$ cat config.mk
export PLATFORM = sky130hd
export DESIGN_NAME = usr_cmd_sequencer
export DESIGN_NICKNAME = d
export VERILOG_FILES = /design/src/rtl/usr_cmd_sequencer.sv
export SDC_FILE = /design/constraint.sdc
export NUM_CORES = 1
export LEC_CHECK = 0
export BUFFER_PORTS_ARGS = -buffer_cell sky130_fd_sc_hd__buf_2
export CORE_UTILIZATION = 50
export CTS_CLUSTER_SIZE = 10
export DETAILED_ROUTE_END_ITERATION = 7
export GPL_TIMING_DRIVEN = 0
export PLACE_DENSITY = 0.81
export SYNTH_ARGS = -nofsm -noshare
export SYNTH_HDL_FRONTEND = slang
export SYNTH_SLANG_ARGS = --single-unit
$ cat constraint.sdc
create_clock -name clk -period 2.4 [get_ports clk]
set_clock_uncertainty 0.05 [all_clocks]
set_input_delay 0.36 -clock clk [delete_from_list [all_inputs] [get_ports clk]]
set_output_delay 0.36 -clock clk [all_outputs]
set_load 0.02 [all_outputs]
$ cat src/rtl/usr_cmd_sequencer.sv
// Command front-end for the 4-bit universal shift register; optional rotate feature via USR_SEQ_ROTATE_EN.
// Latency: outputs change the cycle after accept; RUN lasts len cycles (1 for load or len=0), done on the last.
// Backpressure: cmd_ready is high only in IDLE; a command held valid during RUN waits for the return to IDLE.
module usr_cmd_sequencer #(
   parameter int WIDTH = 4,
   parameter int CNT_W = 3
) (
   input  logic             clk,
   input  logic             reset,
   input  logic             cmd_valid,
   output logic             cmd_ready,
   input  logic [1:0]       cmd_op,
   input  logic [CNT_W-1:0] cmd_len,
   input  logic             cmd_fill,
   input  logic [WIDTH-1:0] cmd_data,
`ifdef USR_SEQ_ROTATE_EN
   input  logic             cmd_rot,
   input  logic [WIDTH-1:0] usr_q,
`endif
   output logic [1:0]       ctrl,
   output logic             serial_in_left,
   output logic             serial_in_right,
   output logic [WIDTH-1:0] parallel_in,
   output logic             busy,
   output logic             done
);

   typedef enum logic {IDLE, RUN} state_t;

   localparam logic [1:0] OP_HOLD  = 2'b00;
   localparam logic [1:0] OP_RIGHT = 2'b01;
   localparam logic [1:0] OP_LEFT  = 2'b10;
   localparam logic [1:0] OP_LOAD  = 2'b11;

   state_t           state;
   logic [CNT_W-1:0] cnt;
   logic             sil_r;
   logic             sir_r;
   logic             is_load;
   logic             len_zero;
   logic [CNT_W-1:0] len_eff;

   // Load and zero-length commands collapse to a single RUN cycle.
   assign is_load  = (cmd_op == OP_LOAD);
   assign len_zero = (cmd_len == '0);
   assign len_eff  = (is_load || len_zero) ? CNT_W'(1) : cmd_len;

`ifdef USR_SEQ_ROTATE_EN
   logic rot_l_r;
   logic rot_r_r;

   // Rotate feeds the shift register's own end bit back in, so it must be combinational.
   assign serial_in_left  = rot_l_r ? usr_q[0]       : sil_r;
   assign serial_in_right = rot_r_r ? usr_q[WIDTH-1] : sir_r;
`else
   assign serial_in_left  = sil_r;
   assign serial_in_right = sir_r;
`endif

   always_ff @(posedge clk) begin
      if (reset) begin
         state       <= IDLE;
         cnt         <= '0;
         ctrl        <= OP_HOLD;
         sil_r       <= 1'b0;
         sir_r       <= 1'b0;
         parallel_in <= '0;
         busy        <= 1'b0;
         done        <= 1'b0;
         cmd_ready   <= 1'b1;
`ifdef USR_SEQ_ROTATE_EN
         rot_l_r     <= 1'b0;
         rot_r_r     <= 1'b0;
`endif
      end else begin
         case (state)
            IDLE: begin
               if (cmd_valid && cmd_ready) begin
                  state       <= RUN;
                  cnt         <= len_eff;
                  ctrl        <= is_load ? OP_LOAD : (len_zero ? OP_HOLD : cmd_op);
                  parallel_in <= cmd_data;
                  busy        <= 1'b1;
                  done        <= (len_eff == CNT_W'(1));
                  cmd_ready   <= 1'b0;
`ifdef USR_SEQ_ROTATE_EN
                  sil_r       <= (cmd_op == OP_RIGHT) && !cmd_rot && cmd_fill;
                  sir_r       <= (cmd_op == OP_LEFT)  && !cmd_rot && cmd_fill;
                  rot_l_r     <= (cmd_op == OP_RIGHT) && cmd_rot;
                  rot_r_r     <= (cmd_op == OP_LEFT)  && cmd_rot;
`else
                  sil_r       <= (cmd_op == OP_RIGHT) && cmd_fill;
                  sir_r       <= (cmd_op == OP_LEFT)  && cmd_fill;
`endif
               end
            end
            RUN: begin
               if (cnt <= CNT_W'(1)) begin
                  state       <= IDLE;
                  cnt         <= '0;
                  ctrl        <= OP_HOLD;
                  sil_r       <= 1'b0;
                  sir_r       <= 1'b0;
                  parallel_in <= '0;
                  busy        <= 1'b0;
                  done        <= 1'b0;
                  cmd_ready   <= 1'b1;
`ifdef USR_SEQ_ROTATE_EN
                  rot_l_r     <= 1'b0;
                  rot_r_r     <= 1'b0;
`endif
               end else begin
                  cnt  <= cnt - CNT_W'(1);
                  done <= (cnt == CNT_W'(2));
               end
            end
            default: state <= IDLE;
         endcase
      end
   end

endmodule

Word-level counts from Yosys, hierarchy flattened
Cells that the tools add are included.
- eq/ne operators: 7
- magnitude comparators: 1
- muxes and demuxes: 28
- add/sub/neg operators: 1
- reduce and logical (&&, ||, !) cells: 6
- bitwise gates (word level): 1
- operators by type and width (kind ; count):
    one-hot mux 1 bit (2 select lines) ; 6
    two-way mux 1 bit ; 10
    two-way mux 3 bit ; 3
    two-way mux 2 bit ; 4
    two-way mux 4 bit ; 2
    one-hot mux 4 bit (2 select lines) ; 1
    one-hot mux 3 bit (2 select lines) ; 1
    equality test 2 bit (second input constant) ; 2
    one-hot mux 2 bit (2 select lines) ; 1
    equality test 3 x 1 -> 1 bit (second input constant) ; 1
    equality test 3 x 2 -> 1 bit (second input constant) ; 1
    <= comparator 3 x 1 -> 1 bit (second input constant) ; 1
    logical AND 1 bit ; 3
    logical NOT 3 bit ; 1
    subtractor 3 x 1 -> 3 bit (second input constant) ; 1
    equality test 2 x 1 -> 1 bit (second input constant) ; 1
    inequality test 2 x 1 -> 1 bit (second input constant) ; 1
    inequality test 2 bit (second input constant) ; 1
    AND reduction 2 bit ; 1
    logical OR 1 bit ; 1
    NOT 1 bit ; 1
- input bits: 13
- flip-flop bits (word level): 15
- output and inout port bits: 11

Depth between registers and ports, before layout
- word-level depth: 6
- gate-level depth with buffers: 5
- mapped depth without buffers: 5

Worst setup path after synthesis
OpenSTA, ideal clock, no wires.
- path type: input-to-reg
- start: input cmd_len[0]
- end: register ctrl[0]
- setup slack: 1.119 ns
- stages: 2
- arrival: 1.114 ns
- path buffers: 0
- data required time: 2.233 ns
- cells stage by stage: or4_1 -> a32o_1
- cells in the longest elaborated chain, start to end: 5
- RTL lines (element ; line ; RTL):
    from (decl) ; 13 ; input logic [CNT_W-1:0] cmd_len,
    logical NOT 3 bit ; 45 ; assign len_zero = (cmd_len == '0);
    two-way mux 2 bit (2 in a row) ; 81 ; ctrl <= is_load ? OP_LOAD : (len_zero ? OP_HOLD : cmd_op);
    two-way mux 2 bit ; 78 ; if (cmd_valid && cmd_ready) begin
    one-hot mux 2 bit (2 select lines) ; 76 ; case (state)
    to (signal assigned) ; 81 ;
    to (decl) ; 20 ; output logic [1:0] ctrl,
Every way passes these cells. The select of a mux whose other input is x is not followed.
A chain may end at the register's enable or synchronous reset.

Final worst setup path
- start: register state
- end: register ctrl[1]
- cells in the longest elaborated chain, start to end: 3
- elaborated cells between the ends (all ways): 5
- those cells by class: eq/ne (2); mux (1); bitwise (1); reduce/logical (1)
- RTL lines (element ; line ; RTL):
    from (decl) ; 35 ; state_t state;
    from (signal assigned) ; 62 ; state <= IDLE;
    from (signal assigned) ; 79 ; state <= RUN;
    from (signal assigned) ; 99 ; state <= IDLE;
    NOT 1 bit ; - ;
    inequality test 2 bit (no source line) ; - ;
    AND reduction 2 bit (no source line) ; - ;
Several ways; a longest one is shown, not always the timed one.

==> impl_metrics.toml <==
[synthesis]
postSynthRegisterBits = 15
post_synth_instance_area_um2 = 687
synthArstFlopShare_pct = 0
top_post_synthesis_cells_by_area = "sky130_fd_sc_hd__dfxtp_1 (44%), sky130_fd_sc_hd__a22o_1 (5.1%), sky130_fd_sc_hd__a32o_1 (4.4%)"
syn-num-nets = 82
synth_enable_flop_cells = 0
yosys_warnings = 0
synth.top_cell.area_share_pct = 43.7
synthFlopType = "sky130_fd_sc_hd__dfxtp_1"
synth_area_leader_cell = "sky130_fd_sc_hd__dfxtp_1"
synth_sequential_area_ratio_pct = 43.7
yosys.cell_types.count = 30
post_synth.cell_area_avg_um2 = 10.3
syn_inst = 67

[critical_path]
arrival_ps = 1540
critPathMaxStageDelay_ps = 360
startpoint_type = "register"
critPathCaptureType = "register"
critical-path-slowest-cell = "sky130_fd_sc_hd__nor2_1"
cp_data_required_time_ps = 2570
timing.critical_path.max_delay_family = "simple AND/OR/NAND/NOR gates"
worst-path-buf-inv = 1
crit_chain = "buf_4, nand3b_4, nor2_1, a32o_1"
path_class = "register to register"
critical_path_peak_fanout = 10

[clock_tree]
cts.sinks = 15
ctsRootBufferMaster = "sky130_fd_sc_hd__clkbuf_4"
clock_insertion_delay_worst_skew_ps = 270
cts_tree = "yes"
cts_inserted_buffers = 3
cts_repair_resize_count = 0
postCtsSetupBuffers = 0
post_cts_hold_buffer_count = 0
clk_pin_slew_worst_paths_ps = 90
clock_tree.htree_level_count = 1
cts_max_path_buffers = 2

[routing]
detail_route.wl_per_cell_um = 12.5
route.met3.wl_um = 59
drt_first_pass_iters = 4
top_layer = "met4"
dr_total_vias = 614
detail_route.vias_per_cell = 5.69
drc_errors = 0
route.met2.wl_um = 661
detail_route.iter0.violations = 7
ant_nets = 0
route.final.wire_length_mm = 1.35
routedLengthMet1_um = 622

[timing]
worst_hold_margin_ps = 243
relSlewSlack_pct = 70.7
fin_crit_share_pct = 57.4
timing_max_transition_violations_final = 0
final-hold-violation-count = 0
timing.final.crit_period_ps = 1380
setup_violations = 0
clock.fmax_mhz = 726
rsz_0062_raised_after_global_routing = "no"
setup_tns_ps = 0
worst_pin_slew_ps = 437

[global_routing]
grt_antenna_before_repair = 0
global_route.overflow_total = 0
grt_first_pass_wirelength_mm = 1.99
pin_count_of_the_biggest_net_entering_global_routing = 11
grt_usage_pct = 19.6
via_count_of_the_first_global_routing_pass = 498

[die]
fp.coreArea_mm2 = 0.00119
ports_placed_on_the_boundary = 24
die-area_mm2 = 0.00153
die_width_um = 39.1
die_height_um = 39.1
placement_rows = 12
initial_core_util_pct = 57.9

[cells_and_area]
sequential_cell_area_um2 = 300
nets = 110
layout-area-overhead-vs-synth_pct = 23.1
final_layout_size_suffix_gt1_share_pct = 34.0
postLayoutCoreUtil_pct = 71.3
fillers = 102
diodes_inserted = 0
multi_input_comb_area_um2 = 364

[power_and_ir_drop]
combPwrFrac_pct = 22.9
static-leakage-power_nw = 0.388
cellInternalPower_w = 0.000390
power_per_cell_area_mw_per_mm2 = 650
proportion_of_power_drawn_by_flip_flops_and_latches_pct = 51.5
power_frac_clock_pct = 25.6
power.share.switching_pct = 29.1
irDropWorstVdd_mv = 0.308
total_switching_power_w = 0.000160

[placement]
detailedPlacementHpwl_mm = 1.02
buffer_ports.inserted = 23
gp_routability_congestion = 0.744

[min_path]
holdCritPathClass = "input pin to register"

[run_status]
run_status = "complete, no violations"

[run]
maxCapViolations = 0
-- path summary, 6_finish.rpt --
kind	cells past startpoint	slack, ps	endpoint	start
max	4	1020	ctrl[1]	state
min	2	240	parallel_in[0]	cmd_data[0]
max reg2reg	4	1020	ctrl[1]	state
min reg2reg	1	420	ctrl[0]	ctrl[0]
-- synthesized netlist by cell type (2+ instances only) --
cell                       number
sky130_fd_sc_hd__a32o_1         3
sky130_fd_sc_hd__ha_1           2
sky130_fd_sc_hd__dfxtp_1       15
sky130_fd_sc_hd__and2b_1        2
sky130_fd_sc_hd__o21ai_0        2
sky130_fd_sc_hd__inv_1          3
sky130_fd_sc_hd__a21oi_1        5
sky130_fd_sc_hd__nor2_1         7
sky130_fd_sc_hd__a22o_1         4
sky130_fd_sc_hd__or4_1          2
sky130_fd_sc_hd__nand4b_1       2
sky130_fd_sc_hd__a211oi_1       2
-- layer usage --
layer  up-vias  global-route usage [%]
li1        308                       -
met1       289                    21.1
met2        15                    35.4
met3         2                    3.47
met4         0                    10.3
met5         -                       0
-- layout by cell type, fill, tap and decap left out, drive strengths merged, types with 2 or more instances in the layout --
master and n:
a211oi 2, and2b 2, a22o 4, inv 3
dfxtp 15, nand4b 2, buf 24, or4 2
a32o 3, ha 2, clkbuf 5, a21oi 5
nor2 7, o21ai 2
-- layout make-up --
cell class	count	area share, %
repair buffers	23	13.6
multi-input cells	47	43.0
clock buffers	4	3.11
plain buffers	2	1.33
flip-flops and latches	15	35.5
inverters	3	1.33
well taps	14	2.07
-- stage by stage --
step                cells  worst slack, ps  cell area (µm²)  total power [W]
finish                108             1020              846         0.000550
global route          108              887              846         0.000581
CTS                   108              983              846         0.000557
detailed placement    104              898              820         0.000415
global placement      104              918              820         0.000412
floorplan              67             1120              687         0.000374
-- flip-flops by register name (all words and copies together), names as in the netlist --
signal           flops
serial_in_right      1
done                 1
state                1
ctrl                 2
cnt                  3
cmd_ready            1
parallel_in          4
busy                 1
serial_in_left       1
-- power groups by stage --
stage          Sequential (W)  Combinational, W  Clock (W)
6_report             0.000283          0.000126   0.000141
5_1_grt              0.000286          0.000140   0.000155
4_1_cts              0.000283          0.000127   0.000146
3_5_place_dp         0.000289          0.000126          0
3_3_place_gp         0.000288          0.000124          0
2_1_floorplan        0.000304         0.0000705          0
-- kinds of logic (layout without fill, tap and decap cells) --
logic type	count (synthesis)	count (layout)	share of synthesized area [%]
AOI/OAI and AO/OA	23	23	25.9
and+or+nand+nor	22	22	23.5
adders and majority gates	2	2	3.64
DFF	15	15	43.7
buffers and inverters	5	32	3.28
Power figures use the tool's default switching activity.
